===== config.mk =====
export PLATFORM = sky130hd
export DESIGN_NAME = rbcp_reg_slave
export DESIGN_NICKNAME = d
export VERILOG_FILES = /design/src/rtl/rbcp_reg_slave.sv
export SDC_FILE = /design/constraint.sdc
export NUM_CORES = 1
export LEC_CHECK = 0
export ABC_AREA = 1
export ABC_CLOCK_PERIOD_IN_PS = 1800
export BUFFER_PORTS_ARGS = -buffer_cell sky130_fd_sc_hd__buf_2
export CAP_MARGIN = 0
export CORE_AREA = 5 5 119 121
export CTS_CLUSTER_DIAMETER = 200
export DETAILED_ROUTE_END_ITERATION = 8
export DIE_AREA = 0 0 124 126
export GPL_TIMING_DRIVEN = 0
export PLACE_DENSITY_LB_ADDON = 0.3
export SYNTH_ARGS = -nofsm -noshare
export SYNTH_HDL_FRONTEND = slang
export SYNTH_SLANG_ARGS = --single-unit

===== constraint.sdc =====
create_clock -name sys_clk -period 1.8 [get_ports sys_clk]
set_input_delay 0.09 -clock sys_clk [delete_from_list [all_inputs] [get_ports sys_clk]]
set_output_delay 0.09 -clock sys_clk [all_outputs]
set_load 0.01 [all_outputs]

===== src/rtl/rbcp_reg_slave.sv =====
// ----------------------------------------------------------------------------
// rbcp_reg_slave
//
// RBCP (SiTCP register-access bus) responder living in the sys_clk domain.
// It decodes a 16-byte window starting at BASE_ADDR and answers every mapped
// access with a single-cycle rbcp_ack one cycle after the strobe. On read acks
// the read data is driven on rbcp_rd. On write acks, and whenever no ack is
// pending, rbcp_rd is 0.
//
// Register map (offset = rbcp_addr[3:0]):
//   0x0 ID       RO  ID_VALUE
//   0x1 VERSION  RO  VERSION
//   0x2 CTRL     RW  drives ctrl_out
//   0x3 PULSE    WO  pulse_out = write data for one cycle; reads 0
//   0x4 STAT0    RO  live status_in[7:0]; the read also snapshots [31:8]
//   0x5-0x7      RO  snapshot bytes [15:8], [23:16], [31:24]
//   0x8-0xA      RW  config shadow bytes [7:0], [15:8], [23:16]
//   0xB CFG3     RW  shadow[31:24]; a write commits the whole shadow to cfg_out
//   0xC-0xD      RO  write counter low/high byte (RBCP_WR_COUNTER_EN only);
//                    any write to either clears the counter
//   0xE-0xF      unmapped
//
// Optional feature macro: RBCP_WR_COUNTER_EN
//   When this macro is defined, a saturating 16-bit counter of acked writes is
//   built and exposed at 0xC/0xD. When it is undefined, those offsets are
//   unmapped and receive no ack.
//
// Ports:
//   sys_clk    in   1   system clock, rising edge
//   sys_rst    in   1   synchronous active-high reset
//   rbcp_act   in   1   transaction active
//   rbcp_addr  in   32  access address
//   rbcp_wd    in   8   write data
//   rbcp_we    in   1   write strobe (one cycle)
//   rbcp_re    in   1   read strobe (one cycle)
//   rbcp_ack   out  1   acknowledge (one cycle)
//   rbcp_rd    out  8   read data, valid only while rbcp_ack=1
//   status_in  in   32  live status word
//   ctrl_out   out  8   control register
//   pulse_out  out  8   self-clearing strobes
//   cfg_out    out  32  committed configuration word
// ----------------------------------------------------------------------------
module rbcp_reg_slave #(
  parameter logic [31:0] BASE_ADDR = 32'h0000_0000,
  parameter logic [7:0]  ID_VALUE  = 8'hA5,
  parameter logic [7:0]  VERSION   = 8'h01,
  parameter logic [7:0]  CTRL_INIT = 8'h00
) (
  input  logic        sys_clk,
  input  logic        sys_rst,
  input  logic        rbcp_act,
  input  logic [31:0] rbcp_addr,
  input  logic [7:0]  rbcp_wd,
  input  logic        rbcp_we,
  input  logic        rbcp_re,
  output logic        rbcp_ack,
  output logic [7:0]  rbcp_rd,
  input  logic [31:0] status_in,
  output logic [7:0]  ctrl_out,
  output logic [7:0]  pulse_out,
  output logic [31:0] cfg_out
);

  // Register offsets within the window
  localparam logic [3:0] OFF_ID    = 4'h0;
  localparam logic [3:0] OFF_VER   = 4'h1;
  localparam logic [3:0] OFF_CTRL  = 4'h2;
  localparam logic [3:0] OFF_PULSE = 4'h3;
  localparam logic [3:0] OFF_STAT0 = 4'h4;
  localparam logic [3:0] OFF_STAT1 = 4'h5;
  localparam logic [3:0] OFF_STAT2 = 4'h6;
  localparam logic [3:0] OFF_STAT3 = 4'h7;
  localparam logic [3:0] OFF_CFG0  = 4'h8;
  localparam logic [3:0] OFF_CFG1  = 4'h9;
  localparam logic [3:0] OFF_CFG2  = 4'hA;
  localparam logic [3:0] OFF_CFG3  = 4'hB;
`ifdef RBCP_WR_COUNTER_EN
  localparam logic [3:0] OFF_CNTL  = 4'hC;
  localparam logic [3:0] OFF_CNTH  = 4'hD;
`endif

  // State registers and their next-state values
  logic        ack_q,      ack_d;
  logic [7:0]  rd_q,       rd_d;
  logic [7:0]  ctrl_q,     ctrl_d;
  logic [7:0]  pulse_q,    pulse_d;
  logic [23:0] snapshot_q, snapshot_d;
  logic [31:0] shadow_q,   shadow_d;
  logic [31:0] cfg_q,      cfg_d;
`ifdef RBCP_WR_COUNTER_EN
  logic [15:0] wrCount_q,  wrCount_d;
`endif

  // Decode helpers
  logic [3:0] offset;
  logic       inWindow;
  logic       mapped;
  logic       hit;
  logic       wrHit;
  logic       rdHit;
  logic [7:0] readMux;

  assign offset   = rbcp_addr[3:0];
  assign inWindow = rbcp_act && (rbcp_addr[31:4] == BASE_ADDR[31:4]);
  assign hit      = inWindow && mapped;
  // A simultaneous read and write strobe is served as a write only, so reads
  // with side effects (STAT0 snapshot) cannot fire together with a write.
  assign wrHit    = hit && rbcp_we;
  assign rdHit    = hit && rbcp_re && !rbcp_we;

  // Which offsets answer at all; everything else is left to time out
  always_comb begin
    mapped = 1'b0;
    case (offset)
      OFF_ID, OFF_VER, OFF_CTRL, OFF_PULSE,
      OFF_STAT0, OFF_STAT1, OFF_STAT2, OFF_STAT3,
      OFF_CFG0, OFF_CFG1, OFF_CFG2, OFF_CFG3: mapped = 1'b1;
`ifdef RBCP_WR_COUNTER_EN
      OFF_CNTL, OFF_CNTH:                     mapped = 1'b1;
`endif
      default:                                mapped = 1'b0;
    endcase
  end

  // Read data selection. STAT0 returns the live status byte so that the low
  // byte and the snapshotted upper bytes come from the same sampling edge.
  always_comb begin
    readMux = 8'h00;
    case (offset)
      OFF_ID:    readMux = ID_VALUE;
      OFF_VER:   readMux = VERSION;
      OFF_CTRL:  readMux = ctrl_q;
      OFF_PULSE: readMux = 8'h00;
      OFF_STAT0: readMux = status_in[7:0];
      OFF_STAT1: readMux = snapshot_q[7:0];
      OFF_STAT2: readMux = snapshot_q[15:8];
      OFF_STAT3: readMux = snapshot_q[23:16];
      OFF_CFG0:  readMux = shadow_q[7:0];
      OFF_CFG1:  readMux = shadow_q[15:8];
      OFF_CFG2:  readMux = shadow_q[23:16];
      OFF_CFG3:  readMux = shadow_q[31:24];
`ifdef RBCP_WR_COUNTER_EN
      OFF_CNTL:  readMux = wrCount_q[7:0];
      OFF_CNTH:  readMux = wrCount_q[15:8];
`endif
      default:   readMux = 8'h00;
    endcase
  end

  // Next-state logic for the ack path and all registers
  always_comb begin
    ack_d      = wrHit || rdHit;
    rd_d       = rdHit ? readMux : 8'h00;
    ctrl_d     = ctrl_q;
    pulse_d    = 8'h00;
    snapshot_d = snapshot_q;
    shadow_d   = shadow_q;
    cfg_d      = cfg_q;

    if (wrHit) begin
      case (offset)
        OFF_CTRL:  ctrl_d           = rbcp_wd;
        OFF_PULSE: pulse_d          = rbcp_wd;
        OFF_CFG0:  shadow_d[7:0]    = rbcp_wd;
        OFF_CFG1:  shadow_d[15:8]   = rbcp_wd;
        OFF_CFG2:  shadow_d[23:16]  = rbcp_wd;
        OFF_CFG3: begin
          shadow_d[31:24] = rbcp_wd;
          // The top byte comes straight from the bus so the committed word
          // includes it on the same edge.
          cfg_d = {rbcp_wd, shadow_q[23:0]};
        end
        default: ;
      endcase
    end

    if (rdHit && (offset == OFF_STAT0)) begin
      snapshot_d = status_in[31:8];
    end
  end

`ifdef RBCP_WR_COUNTER_EN
  // Saturating count of acked writes; a write to either counter byte clears
  // it and is itself not counted.
  always_comb begin
    wrCount_d = wrCount_q;
    if (wrHit) begin
      if ((offset == OFF_CNTL) || (offset == OFF_CNTH)) begin
        wrCount_d = 16'h0000;
      end else if (wrCount_q != 16'hFFFF) begin
        wrCount_d = wrCount_q + 16'd1;
      end
    end
  end
`endif

  // State register; reset also discards any strobe seen on the same edge
  always_ff @(posedge sys_clk) begin
    if (sys_rst) begin
      ack_q      <= 1'b0;
      rd_q       <= 8'h00;
      ctrl_q     <= CTRL_INIT;
      pulse_q    <= 8'h00;
      snapshot_q <= 24'h000000;
      shadow_q   <= 32'h0000_0000;
      cfg_q      <= 32'h0000_0000;
`ifdef RBCP_WR_COUNTER_EN
      wrCount_q  <= 16'h0000;
`endif
    end else begin
      ack_q      <= ack_d;
      rd_q       <= rd_d;
      ctrl_q     <= ctrl_d;
      pulse_q    <= pulse_d;
      snapshot_q <= snapshot_d;
      shadow_q   <= shadow_d;
      cfg_q      <= cfg_d;
`ifdef RBCP_WR_COUNTER_EN
      wrCount_q  <= wrCount_d;
`endif
    end
  end

  assign rbcp_ack  = ack_q;
  assign rbcp_rd   = rd_q;
  assign ctrl_out  = ctrl_q;
  assign pulse_out = pulse_q;
  assign cfg_out   = cfg_q;

endmodule


* Yosys cells after proc, flatten, opt, wreduce, memory -nomap -nowiden
Memories as Yosys holds them, arrays and structs flattened.
Cells that the tools add are included.
** Word-level totals
- ROM bits :: 16
- Bits in registers :: 113
- Logic and storage cells :: 43
- Memories :: 1
** Memories
- (name not given) :: words 16, width 1, read ports 1, clocked after Yosys merged registers in 0, write ports 0, line 114 : case (offset)
** Cells by class
- Equality and inequality tests :: 11
- Bitwise operators :: 3
- Reductions and logical operators :: 17
- Multiplexer cells :: 1
** Operators with widths (count)
- $pmux W8 S11 :: 1
- $logic_not A28 Y1 :: 1
- $eq A4 B3 Y1 const B :: 4
- $eq A4 B4 Y1 const B :: 4
- $reduce_and A2 Y1 :: 5
- $eq A4 B2 Y1 const B :: 2
- $logic_and A1 B1 Y1 :: 6
- $eq A4 B1 Y1 const B :: 1
- $logic_not A4 Y1 :: 1
- $not A1 Y1 :: 3
- $reduce_or A3 Y1 :: 1
- $reduce_or A2 Y1 :: 1
- $logic_not A1 Y1 :: 1
- $logic_or A1 B1 Y1 :: 1

* Depth between registers and ports, before layout
Gate-level depths: netlist of the first run.
- Depth after elaboration :: 7
- Gate-level depth with buffers :: 11
- Depth with buffers taken out :: 10

* Worst setup path before layout of the first run
No wires, ideal clock.
- Kind :: input port to flip-flop
- Start :: in rbcp_addr[2]
- End :: reg snapshot_q[14]
- Arrival :: 1.187 ns
- Cell stages on the path :: 11
- Slack :: 0.549 ns
- Setup time :: 0.064 ns
- Required time :: 1.736 ns
- Path buffers :: 1
- Path through :: ha_1 nor2_1 nand2_1 nor2_1 nand2_1 nor2_8 nand3_4 buf_6 nand2_1 inv_1 nor2_1
** On the way
- Longest elaborated chain between the ends :: 5
- Elaborated cells between the ends (all ways) :: 6
** RTL lines
- from (decl) :: line 52 : input logic [31:0] rbcp_addr,
- $mem_v2 Z16 W1
- $logic_and A1 B1 Y1 :: line 105 : assign hit = inWindow && mapped;
- $logic_and A1 B1 Y1 (2 in series) :: line 109 : assign rdHit = hit && rbcp_re && !rbcp_we;
- $logic_and A1 B1 Y1 (*) :: line 177 : if (rdHit && (offset == OFF_STAT0)) begin
- to (signal assigned) :: line 215 : snapshot_q <= snapshot_d;
- to (decl) :: line 87 : logic [23:0] snapshot_q, snapshot_d;
Every way passes the cells marked *; elsewhere a longest branch is shown, timed or not.
A chain may end at the register's enable or synchronous reset.

* Worst setup path in the final report of the first run
- Start :: in rbcp_we
- End :: reg ack_q (netlist: rbcp_ack)
** On the way
- Longest elaborated chain between the ends :: 3
- Elaborated cells between the ends (all ways) :: 4
** RTL lines
- from (decl) :: line 54 : input logic rbcp_we,
- $logic_not A1 Y1 :: line 109
- $logic_and A1 B1 Y1 :: line 109
- $logic_or A1 B1 Y1 (*) :: line 152 : ack_d = wrHit || rdHit;
- to (signal assigned) :: line 211 : ack_q <= ack_d;
- to (decl) :: line 83 : logic ack_q, ack_d;
Marks and branches as above.

==> flow_metrics.tcl, run 1 <==
set metrics [dict create \
    status "finished clean" \
    clock.fmax_ghz 0.631 \
    reg2regPathDepth 6 \
    post_synth_instance_area_mm2 0.00574 \
    max_cap_violations 0 \
    ys_seq_area_share_pct 36.6 \
    grt_start_max_net_pins 16 \
    route.antenna.remaining_nets 0 \
    detail_route.vias_per_cell 4.68 \
    layout_worst_path_cycle_share_pct 88.0 \
    clkSlewWorstSetupHoldPaths_ns 0.07 \
    grt_antenna_before_repair 0 \
    synth.net_count 1010 \
    hold-path-cell-count 5 \
    first_global_vias 5338 \
    initialDrtViolationCount 486 \
    post_layout_minimum_cycle_time_ns 1.58 \
    critPathMaxFanout 10 \
    hold_path.class "in -> reg" \
    layout.nets 1154 \
    io_pins 134 \
    dr_wl_cell_um 13.2 \
    cp.arrival_ns 1.88 \
    gr-total-overflow 0 \
    dpl_worst_slack_ns 0.00449 \
    max-clock-path-buffers 2 \
    dp_hpwl_mm 12.9 \
    timing.critical_path.to_type "flop" \
    synth-async-reset-ratio_pct 0 \
    tritoncts.num_buffers 9 \
    dr_total_vias 5861 \
    skew_ns 0.00900 \
    yosysWarnings 0 \
    coreArea_mm2 0.0130 \
    transition_time_of_the_tightest_slew_check_pin_ns 0.517 \
    max_slew_margin_pct 65.5 \
    syn_inst 929 \
    cts_setup_buffers 0 \
    tns_ns 0 \
    cts_tree "built" \
    final-setup-viol-count 0 \
    dieArea_mm2 0.0156 \
    floorplan.die.height_um 126 \
    critPathKind "in -> reg" \
    routed_wl_mm 16.6 \
    whs_ns 0.0544 \
    grt.total_usage_pct 21.4 \
    die_width_um 124 \
    syn-mean-instance-area_um2 6.18 \
    post_synth_edffs 0 \
    setup_slack_ns 0.216 \
    clock_latency_ns 0.35 \
    worstPathRequired_ns 2.10 \
    placement.io_buffers 132 \
    totalPowerFinal_mw 4.53 \
    finalMaxSlewViolations 0 \
    finalWeightedCongestion 0.940 \
    drcViolationCount 0 \
    root_buffer "sky130_fd_sc_hd__clkbuf_16" \
    synth-seq-cells 105 \
    initial_utilization_pct 44.2 \
    clock-sinks 105 \
    grt_pass1_wl_mm 26.0 \
    power_density_mw_per_mm2 656 \
    setup.worst_path.start_class "primary input" \
    hold_viol 0 \
    drive_gt1_share_pct 17.5 \
    ys.flop_type "sky130_fd_sc_hd__dfxtp_1" \
    setup_repair_after_global_routing_missed_its_margin "no" \
    static-leakage-power_nw 3.64 \
    antenna-diode-count 0 \
    irDropWorstVdd_v 0.000605 \
    fp-row-count 42 \
    h-tree-depth 3 \
    area_delta_synth_final_pct 20.4 \
    netlist_cell_types 27 \
    detail_route.first_pass.iterations 5 \
]
[critical path, stage by stage]
cell	delay, ns
sky130_fd_sc_hd__buf_2	0.26
sky130_fd_sc_hd__buf_2	0.27
sky130_fd_sc_hd__buf_1	0.42
sky130_fd_sc_hd__o21ai_0	0.17
sky130_fd_sc_hd__nor2_1	0.11
sky130_fd_sc_hd__dlygate4sd3_1	0.55
[Yosys cell counts (2+ instances only)]
master | number | area share (%)
sky130_fd_sc_hd__nor3_1 | 4 | 0.35
sky130_fd_sc_hd__buf_4 | 14 | 1.8
sky130_fd_sc_hd__o221ai_1 | 5 | 0.76
sky130_fd_sc_hd__dfxtp_1 | 105 | 37
sky130_fd_sc_hd__o21ai_0 | 2 | 0.17
sky130_fd_sc_hd__ha_1 | 4 | 0.87
sky130_fd_sc_hd__nand3_1 | 13 | 1.1
sky130_fd_sc_hd__nor2_4 | 2 | 0.39
sky130_fd_sc_hd__buf_6 | 7 | 1.4
sky130_fd_sc_hd__o211ai_1 | 3 | 0.39
sky130_fd_sc_hd__o22ai_1 | 8 | 0.87
sky130_fd_sc_hd__nand4_1 | 90 | 9.8
sky130_fd_sc_hd__nor2_2 | 2 | 0.22
sky130_fd_sc_hd__nand3_4 | 2 | 0.61
sky130_fd_sc_hd__clkbuf_1 | 5 | 0.33
sky130_fd_sc_hd__buf_1 | 14 | 0.92
sky130_fd_sc_hd__nor2_1 | 168 | 11
sky130_fd_sc_hd__inv_1 | 231 | 15
sky130_fd_sc_hd__buf_2 | 12 | 1.0
sky130_fd_sc_hd__a21oi_1 | 3 | 0.26
sky130_fd_sc_hd__nand2_1 | 228 | 15
sky130_fd_sc_hd__nand3b_1 | 2 | 0.26
[per-stage QoR]
stage / cells / area, um2 / util (%)
floorplan: 929 / 5740 / -
global placement: 1237 / 6620 / 51.0
detailed placement: 1237 / 6620 / 51.0
CTS: 1253 / 6910 / 53.3
global route: 1252 / 6910 / 53.2
finish: 1252 / 6910 / 53.2
[timing repair]
action,CTS,global route
hold buffers,2,0
resized for setup,0,2
endpoints found under the hold margin,1,0
setup endpoints to repair,0,16
[cells in the final DEF, fill, tap and decap left out, types with 3 or more instances in the layout]
cell	netlist	layout
sky130_fd_sc_hd__inv_1	231	231
sky130_fd_sc_hd__nand2_1	228	228
sky130_fd_sc_hd__nor2_1	168	168
sky130_fd_sc_hd__buf_2	12	144
sky130_fd_sc_hd__dfxtp_1	105	105
sky130_fd_sc_hd__nand4_1	90	90
sky130_fd_sc_hd__buf_4	14	14
sky130_fd_sc_hd__buf_1	14	14
sky130_fd_sc_hd__nand3_1	13	13
sky130_fd_sc_hd__clkbuf_16	0	9
sky130_fd_sc_hd__o22ai_1	8	8
sky130_fd_sc_hd__buf_6	7	7
sky130_fd_sc_hd__o221ai_1	5	5
sky130_fd_sc_hd__nor3_1	4	4
sky130_fd_sc_hd__ha_1	4	4
sky130_fd_sc_hd__clkbuf_1	5	3
sky130_fd_sc_hd__a21oi_1	3	3
sky130_fd_sc_hd__o211ai_1	3	3
[layer usage]
metal | track usage (%) | wire, um
met3 | 3.45 | 1170
met5 | 0 | 0
met4 | 7.09 | 347
met2 | 34.5 | 7760
met1 | 29.0 | 7280
[final cells by class]
type / instances / area (um2)
repair buffers: 134 / 681
inverters: 232 / 871
fillers: 1387 / 6070
clock inverters: 3 / 17.5
well taps: 176 / 220
plain buffers: 51 / 313
multi-input cells: 540 / 2450
clock buffers: 11 / 253
flip-flops and latches: 105 / 2100
[sequential cells by signal (all words and copies together) (netlist names)]
signal      cells
shadow_q       32
cfg_out        24
snapshot_q     24
ctrl_out        8
pulse_out       8
rbcp_rd         8
rbcp_ack        1
[where the power goes]
part / switching, mW / total, mW / internal, mW
combinational: 0.238 / 0.366 / 0.128
sequential: 0.000000000121 / 2.32 / 2.32
clock: 0.853 / 1.85 / 0.994
total: 1.09 / 4.53 / 3.44
[worst paths after layout]
| path | from | endpoint | slack, ns |
|---|---|---|---|
| hold / removal | status_in[26] | snapshot_q[18] | 0.05 |
| hold reg to reg | cfg_out[10] | cfg_out[10] | 0.50 |
| setup reg to reg | ctrl_out[3] | rbcp_rd[3] | 0.60 |
| setup / recovery | rbcp_we | rbcp_ack | 0.22 |
[cell families (layout without fill, tap and decap cells)]
kind of cell	count (synthesis)	count (layout)	share of synthesized area, %
AND/OR/NAND/NOR	513	513	39.1
buffers and inverters	284	431	20.7
flip-flops	105	105	36.6
AO/OA/AOI/OAI	23	23	2.75
adder cells (fa/ha/maj)	4	4	0.872
(Power assumes the default switching activity.)
==> run 2, diff against run 1 <==
--- a/config.mk
+++ b/config.mk
@@ -14,7 +14,9 @@
 export DETAILED_ROUTE_END_ITERATION = 8
 export DIE_AREA = 0 0 124 126
 export GPL_TIMING_DRIVEN = 0
+export MAX_ROUTING_LAYER = met4
 export PLACE_DENSITY_LB_ADDON = 0.3
+export REMOVE_ABC_BUFFERS = 1
 export SYNTH_ARGS = -nofsm -noshare
 export SYNTH_HDL_FRONTEND = slang
 export SYNTH_SLANG_ARGS = --single-unit
==> run 2 against run 1 <==
Final area decreased by 2.3%; critical path depth up 3; via count is 1.9% lower; clock power up 11%; non-clock buffer count decreased by 47; critical endpoint is now shadow_q[18].
==> flow_metrics.tcl, run 2 (synthesized netlist as in run 1, its figures left out) <==
set metrics [dict create \
    dieArea_mm2 0.0156 \
    placement.io_buffers 133 \
    power_density_mw_per_mm2 701 \
    drive_gt1_share_pct 16.2 \
    clkSlewWorstSetupHoldPaths_ns 0.08 \
    area_delta_synth_final_pct 17.6 \
    dr_wl_cell_um 13.5 \
    clock.fmax_ghz 0.633 \
    coreArea_mm2 0.0130 \
    static-leakage-power_nw 3.46 \
    layout_worst_path_cycle_share_pct 87.7 \
    detail_route.vias_per_cell 4.75 \
    grt_pass1_wl_mm 25.1 \
    tritoncts.num_buffers 9 \
    most_common_cell_after_layout_fill_and_taps_aside "sky130_fd_sc_hd__inv_1" \
    crit-reg2reg-launch "snapshot_q[11]" \
    status "finished clean" \
    clock-sinks 105 \
    antenna-diode-count 0 \
    route.antenna.remaining_nets 0 \
    ff2ff_setup_slack_ns 0.61 \
    critPathKind "in -> reg" \
    dr_total_vias 5752 \
    finalWeightedCongestion 0.882 \
    grt_start_max_net_pins 90 \
    post_layout_minimum_cycle_time_ns 1.58 \
    hold_viol 0 \
    irDropWorstVdd_v 0.000373 \
    skew_ns 0.00582 \
    finalMaxSlewViolations 0 \
    registers.top_by_ff_count "shadow_q" \
    postLayoutCellArea_mm2 0.00675 \
    reg2regPathDepth 6 \
    largest_register_ff_count 32 \
    gr-total-overflow 0 \
    finish.utilization_pct 52.0 \
    grt_antenna_before_repair 0 \
    timing.critical_path.to_type "flop" \
    setup.worst_path.start_class "primary input" \
    drcViolationCount 0 \
    whs_ns 0.0353 \
    hold_path.class "in -> reg" \
    crit-reg2reg-capture "rbcp_rd[3]" \
    transition_time_of_the_tightest_slew_check_pin_ns 0.936 \
    commonest_non_fill_non_tap_cells_in_the_layout "sky130_fd_sc_hd__inv_1, sky130_fd_sc_hd__nand2_1, sky130_fd_sc_hd__nor2_1, sky130_fd_sc_hd__buf_2, sky130_fd_sc_hd__dfxtp_1" \
    detail_route.first_pass.iterations 5 \
    final-setup-viol-count 0 \
    dpl-instance-area_mm2 0.00637 \
    cp.arrival_ns 1.88 \
    layout.nets 1112 \
    dp_hpwl_mm 10.7 \
    hold-path-cell-count 3 \
    root_buffer "sky130_fd_sc_hd__clkbuf_16" \
    worst_hold_path.endpoint "pulse_out[7]" \
    max_slew_margin_pct 37.5 \
    die_width_um 124 \
    setup_repair_after_global_routing_missed_its_margin "no" \
    io_pins 134 \
    clock_latency_ns 0.36 \
    hold_path.startpoint "rbcp_wd[7]" \
    h-tree-depth 3 \
    grt.total_usage_pct 20.7 \
    fp-row-count 42 \
    max-clock-path-buffers 2 \
    routed_wl_mm 16.4 \
    initial_utilization_pct 44.2 \
    first_global_vias 5188 \
    max_cap_violations 0 \
    initialDrtViolationCount 447 \
    worstPathRequired_ns 2.10 \
    cts_tree "built" \
    critPathMaxFanout 12 \
    floorplan.die.height_um 126 \
]
==> run 2: worst max path at each step <==
stage,start,endpoint,slack [ns]
floorplan,rbcp_addr[2],cfg_out[0],-0.09
global placement,rbcp_addr[2],cfg_out[5],-1.08
detailed placement,rbcp_we,rbcp_rd[4],-0.74
CTS,rbcp_addr[2],cfg_out[5],0.0001
global route,rbcp_addr[2],shadow_q[20],0.04
finish,rbcp_addr[2],shadow_q[18],0.22
==> run 2: through the flow <==
stage               power, mW  worst slack [ns]  TNS, ns  cells
global placement         2.71             -1.08   -90.06   1186
floorplan                2.54           -0.0882    -7.76    877
finish                   4.73             0.221        0   1212
global route             4.88            0.0392        0   1212
detailed placement       2.71            -0.739   -43.96   1188
CTS                      4.75          0.000122        0   1207
==> run 2: timing repair <==
item                                    4_1_cts  5_1_grt
pin swaps                                     1        4
hold endpoints to repair                      1        0
cloned                                        1        4
hold buffers                                  2        0
endpoints found under the setup margin       64      105
buffers inserted                              0        1
resized for setup                             1        4
==> run 2: metal layers <==
layer | global-route usage [%] | vias up | part of all wire, %
met2 | 31.8 | 180 | 45
met1 | 27.2 | 2562 | 46
li1 | - | 2989 | -
met5 | - | - | 0
met4 | 7.09 | 0 | 1.8
met3 | 4.08 | 21 | 7.4
==> run 2: layout make-up <==
type	instances	area [um2]
clock buffers	9	225
clock inverters	7	78.8
fillers	1431	6230
inverters	232	881
multi-input cells	545	2500
flip-flops and latches	105	2100
well taps	176	220
repair buffers	138	743
==> run 2: where the power goes <==
part	switching (mW)	internal (mW)	total (mW)
Sequential	0.000000000107	2.32	2.32
Combinational	0.236	0.119	0.355
Clock	0.962	1.09	2.06
==> run 2: worst max-delay path, cell delays in order <==
cell,delay [ns]
sky130_fd_sc_hd__buf_2,0.12
sky130_fd_sc_hd__inv_1,0.08
sky130_fd_sc_hd__ha_1,0.25
sky130_fd_sc_hd__nand3_1,0.31
sky130_fd_sc_hd__clkinvlp_4,0.34
sky130_fd_sc_hd__nand3_1,0.37
sky130_fd_sc_hd__nand2_1,0.17
sky130_fd_sc_hd__inv_1,0.05
sky130_fd_sc_hd__nor2_1,0.09
==> run 3, diff against run 2 <==
--- a/config.mk
+++ b/config.mk
@@ -16,7 +16,6 @@
 export GPL_TIMING_DRIVEN = 0
 export MAX_ROUTING_LAYER = met4
 export PLACE_DENSITY_LB_ADDON = 0.3
-export REMOVE_ABC_BUFFERS = 1
 export SYNTH_ARGS = -nofsm -noshare
 export SYNTH_HDL_FRONTEND = slang
 export SYNTH_SLANG_ARGS = --single-unit
==> run 3 against run 2 <==
Core utilization up 1.4 points; hold slack gained 0.013 ns; sequential share of layout area is 0.84 points lower; sequential cell count unchanged; via count grew 2.5%; non-clock buffer count grew 48; critical path type unchanged; critical endpoint is now shadow_q[11]; largest power group unchanged.
==> flow_metrics.tcl, run 3 (synthesized netlist as in run 1, its figures left out) <==
set metrics [dict create \
    largest_register_ff_count 32 \
    crit-reg2reg-capture "rbcp_rd[1]" \
    setup.worst_path.start_class "primary input" \
    crit-reg2reg-launch "ctrl_out[1]" \
    tritoncts.num_buffers 9 \
    area_delta_synth_final_pct 20.8 \
    io_pins 134 \
    clock-sinks 105 \
    fp-row-count 42 \
    static-leakage-power_nw 3.65 \
    totalPowerFinal_mw 4.65 \
    initial_utilization_pct 44.2 \
    grt_pass1_wl_mm 26.8 \
    globalRoute.busiestLayer "met2" \
    finish.utilization_pct 53.4 \
    drcViolationCount 0 \
    first_global_vias 5358 \
    post_layout_minimum_cycle_time_ns 1.65 \
    gr-total-overflow 0 \
    commonest_non_fill_non_tap_cells_in_the_layout "sky130_fd_sc_hd__inv_1, sky130_fd_sc_hd__nand2_1, sky130_fd_sc_hd__nor2_1, sky130_fd_sc_hd__buf_2, sky130_fd_sc_hd__dfxtp_1" \
    status "finished clean" \
    floorplan.die.height_um 126 \
    drive_gt1_share_pct 17.4 \
    cts_setup_buffers 0 \
    dr_total_vias 5894 \
    die_width_um 124 \
    detail_route.vias_per_cell 4.70 \
    max_cap_violations 0 \
    h-tree-depth 3 \
    hold-path-cell-count 5 \
    dp_hpwl_mm 13.1 \
    transition_time_of_the_tightest_slew_check_pin_ns 0.511 \
    clkSlewWorstSetupHoldPaths_ns 0.07 \
    placement.io_buffers 132 \
    grt.total_usage_pct 22.8 \
    multiInputGateArea_mm2 0.00245 \
    dr_wl_cell_um 13.5 \
    hold_path.startpoint "status_in[16]" \
    antenna-diode-count 0 \
    dieArea_mm2 0.0156 \
    final-setup-viol-count 0 \
    most_common_cell_after_layout_fill_and_taps_aside "sky130_fd_sc_hd__inv_1" \
    initialDrtViolationCount 436 \
    worstPathRequired_ns 2.10 \
    irDropWorstVdd_v 0.000416 \
    worst_hold_path.endpoint "snapshot_q[8]" \
    dpl-instance-area_mm2 0.00662 \
    finalMaxSlewViolations 0 \
    ff2ff_setup_slack_ns 0.61 \
    clock.fmax_ghz 0.604 \
    timing.critical_path.to_type "flop" \
    setup_slack_ns 0.145 \
    detail_route.first_pass.iterations 5 \
    reg2regPathDepth 6 \
    grt_antenna_before_repair 0 \
    routed_wl_mm 17.0 \
    skew_ns 0.00813 \
    cts_tree "built" \
    seqCellArea_mm2 0.00210 \
    met1_usage_pct 30.6 \
    cp.arrival_ns 1.95 \
    power_density_mw_per_mm2 671 \
    critPathMaxFanout 10 \
    fillerInstances 1363 \
    layout_worst_path_cycle_share_pct 91.9 \
    registers.top_by_ff_count "shadow_q" \
    max-clock-path-buffers 2 \
    groute.layer.met3.usage_pct 2.91 \
    grt_start_max_net_pins 16 \
    postLayoutCellArea_mm2 0.00694 \
    hold_path.class "in -> reg" \
    global_route.usage.met2_pct 34.1 \
    setup_repair_after_global_routing_missed_its_margin "no" \
    root_buffer "sky130_fd_sc_hd__clkbuf_16" \
    dpl_worst_slack_ns -0.000494 \
    max_slew_margin_pct 65.9 \
    hold_viol 0 \
    finalWeightedCongestion 0.947 \
    clock_latency_ns 0.36 \
    layout.nets 1155 \
    coreArea_mm2 0.0130 \
    critPathKind "in -> reg" \
    route.antenna.remaining_nets 0 \
]
run 3: changes by cell type in the layout (fill, tap and decap cells not counted), moves of 2 or more:
cell,delta
sky130_fd_sc_hd__buf_1,+13
sky130_fd_sc_hd__buf_4,+13
sky130_fd_sc_hd__buf_2,+12
sky130_fd_sc_hd__buf_6,+7
sky130_fd_sc_hd__clkbuf_1,+6
sky130_fd_sc_hd__clkbuf_8,+4
sky130_fd_sc_hd__clkinvlp_4,-4
sky130_fd_sc_hd__nor2_2,-3
sky130_fd_sc_hd__inv_1,+2
sky130_fd_sc_hd__nor2_4,-2
run 3: layer usage:
layer  up-vias  wire [um]
li1       3074          -
met1      2586       7670
met2       199       7710
met3        35        985
met4         0        585
met5         -          0
run 3: final cells by class:
class | count | area share [%]
well taps | 176 | 3.17
clock buffers | 14 | 4.09
inverters | 232 | 12.6
plain buffers | 52 | 4.56
flip-flops and latches | 105 | 30.3
repair buffers | 134 | 9.81
clock inverters | 1 | 0.126
multi-input cells | 540 | 35.4
run 3: report_power, final:
part / total, mW / switching [mW] / internal (mW) / leakage (nW)
Combinational: 0.368 / 0.240 / 0.128 / 2.66
Clock: 1.96 / 0.877 / 1.09 / 0.145
Sequential: 2.32 / 0.000000000115 / 2.32 / 0.845
run 3: critical path, stage by stage:
cell and delay, ns:
sky130_fd_sc_hd__dlygate4sd3_1 0.55, sky130_fd_sc_hd__buf_2 0.15, sky130_fd_sc_hd__inv_2 0.16, sky130_fd_sc_hd__clkbuf_1 0.38, sky130_fd_sc_hd__clkbuf_1 0.42, sky130_fd_sc_hd__nand2_1 0.11
sky130_fd_sc_hd__nor2_1 0.09
run 3: what timing repair did:
item	4_1_cts	5_1_grt
endpoints found under the setup margin	0	10
hold buffers	2	0
hold endpoints to repair	1	0
resized for setup	0	1
run 3: how the worst max path moves through the flow:
stage / startpoint / depth (start not counted) / end
after floorplan: rbcp_addr[2] / 11 / snapshot_q[14]
after global placement: rbcp_addr[2] / 12 / shadow_q[30]
after detailed placement: rbcp_addr[2] / 12 / shadow_q[29]
after CTS: sys_rst / 7 / shadow_q[30]
after global routing: sys_rst / 7 / shadow_q[6]
final: sys_rst / 7 / shadow_q[11]
run 3: through the flow:
step           hold slack, ns  std cells    TNS, ns
6_report               0.0486       1254          0
5_1_grt                0.0837       1254          0
4_1_cts                0.0402       1254          0
3_3_place_gp            0.318       1237          0
2_1_floorplan           0.162        929          0
3_5_place_dp            0.315       1237  -0.000494
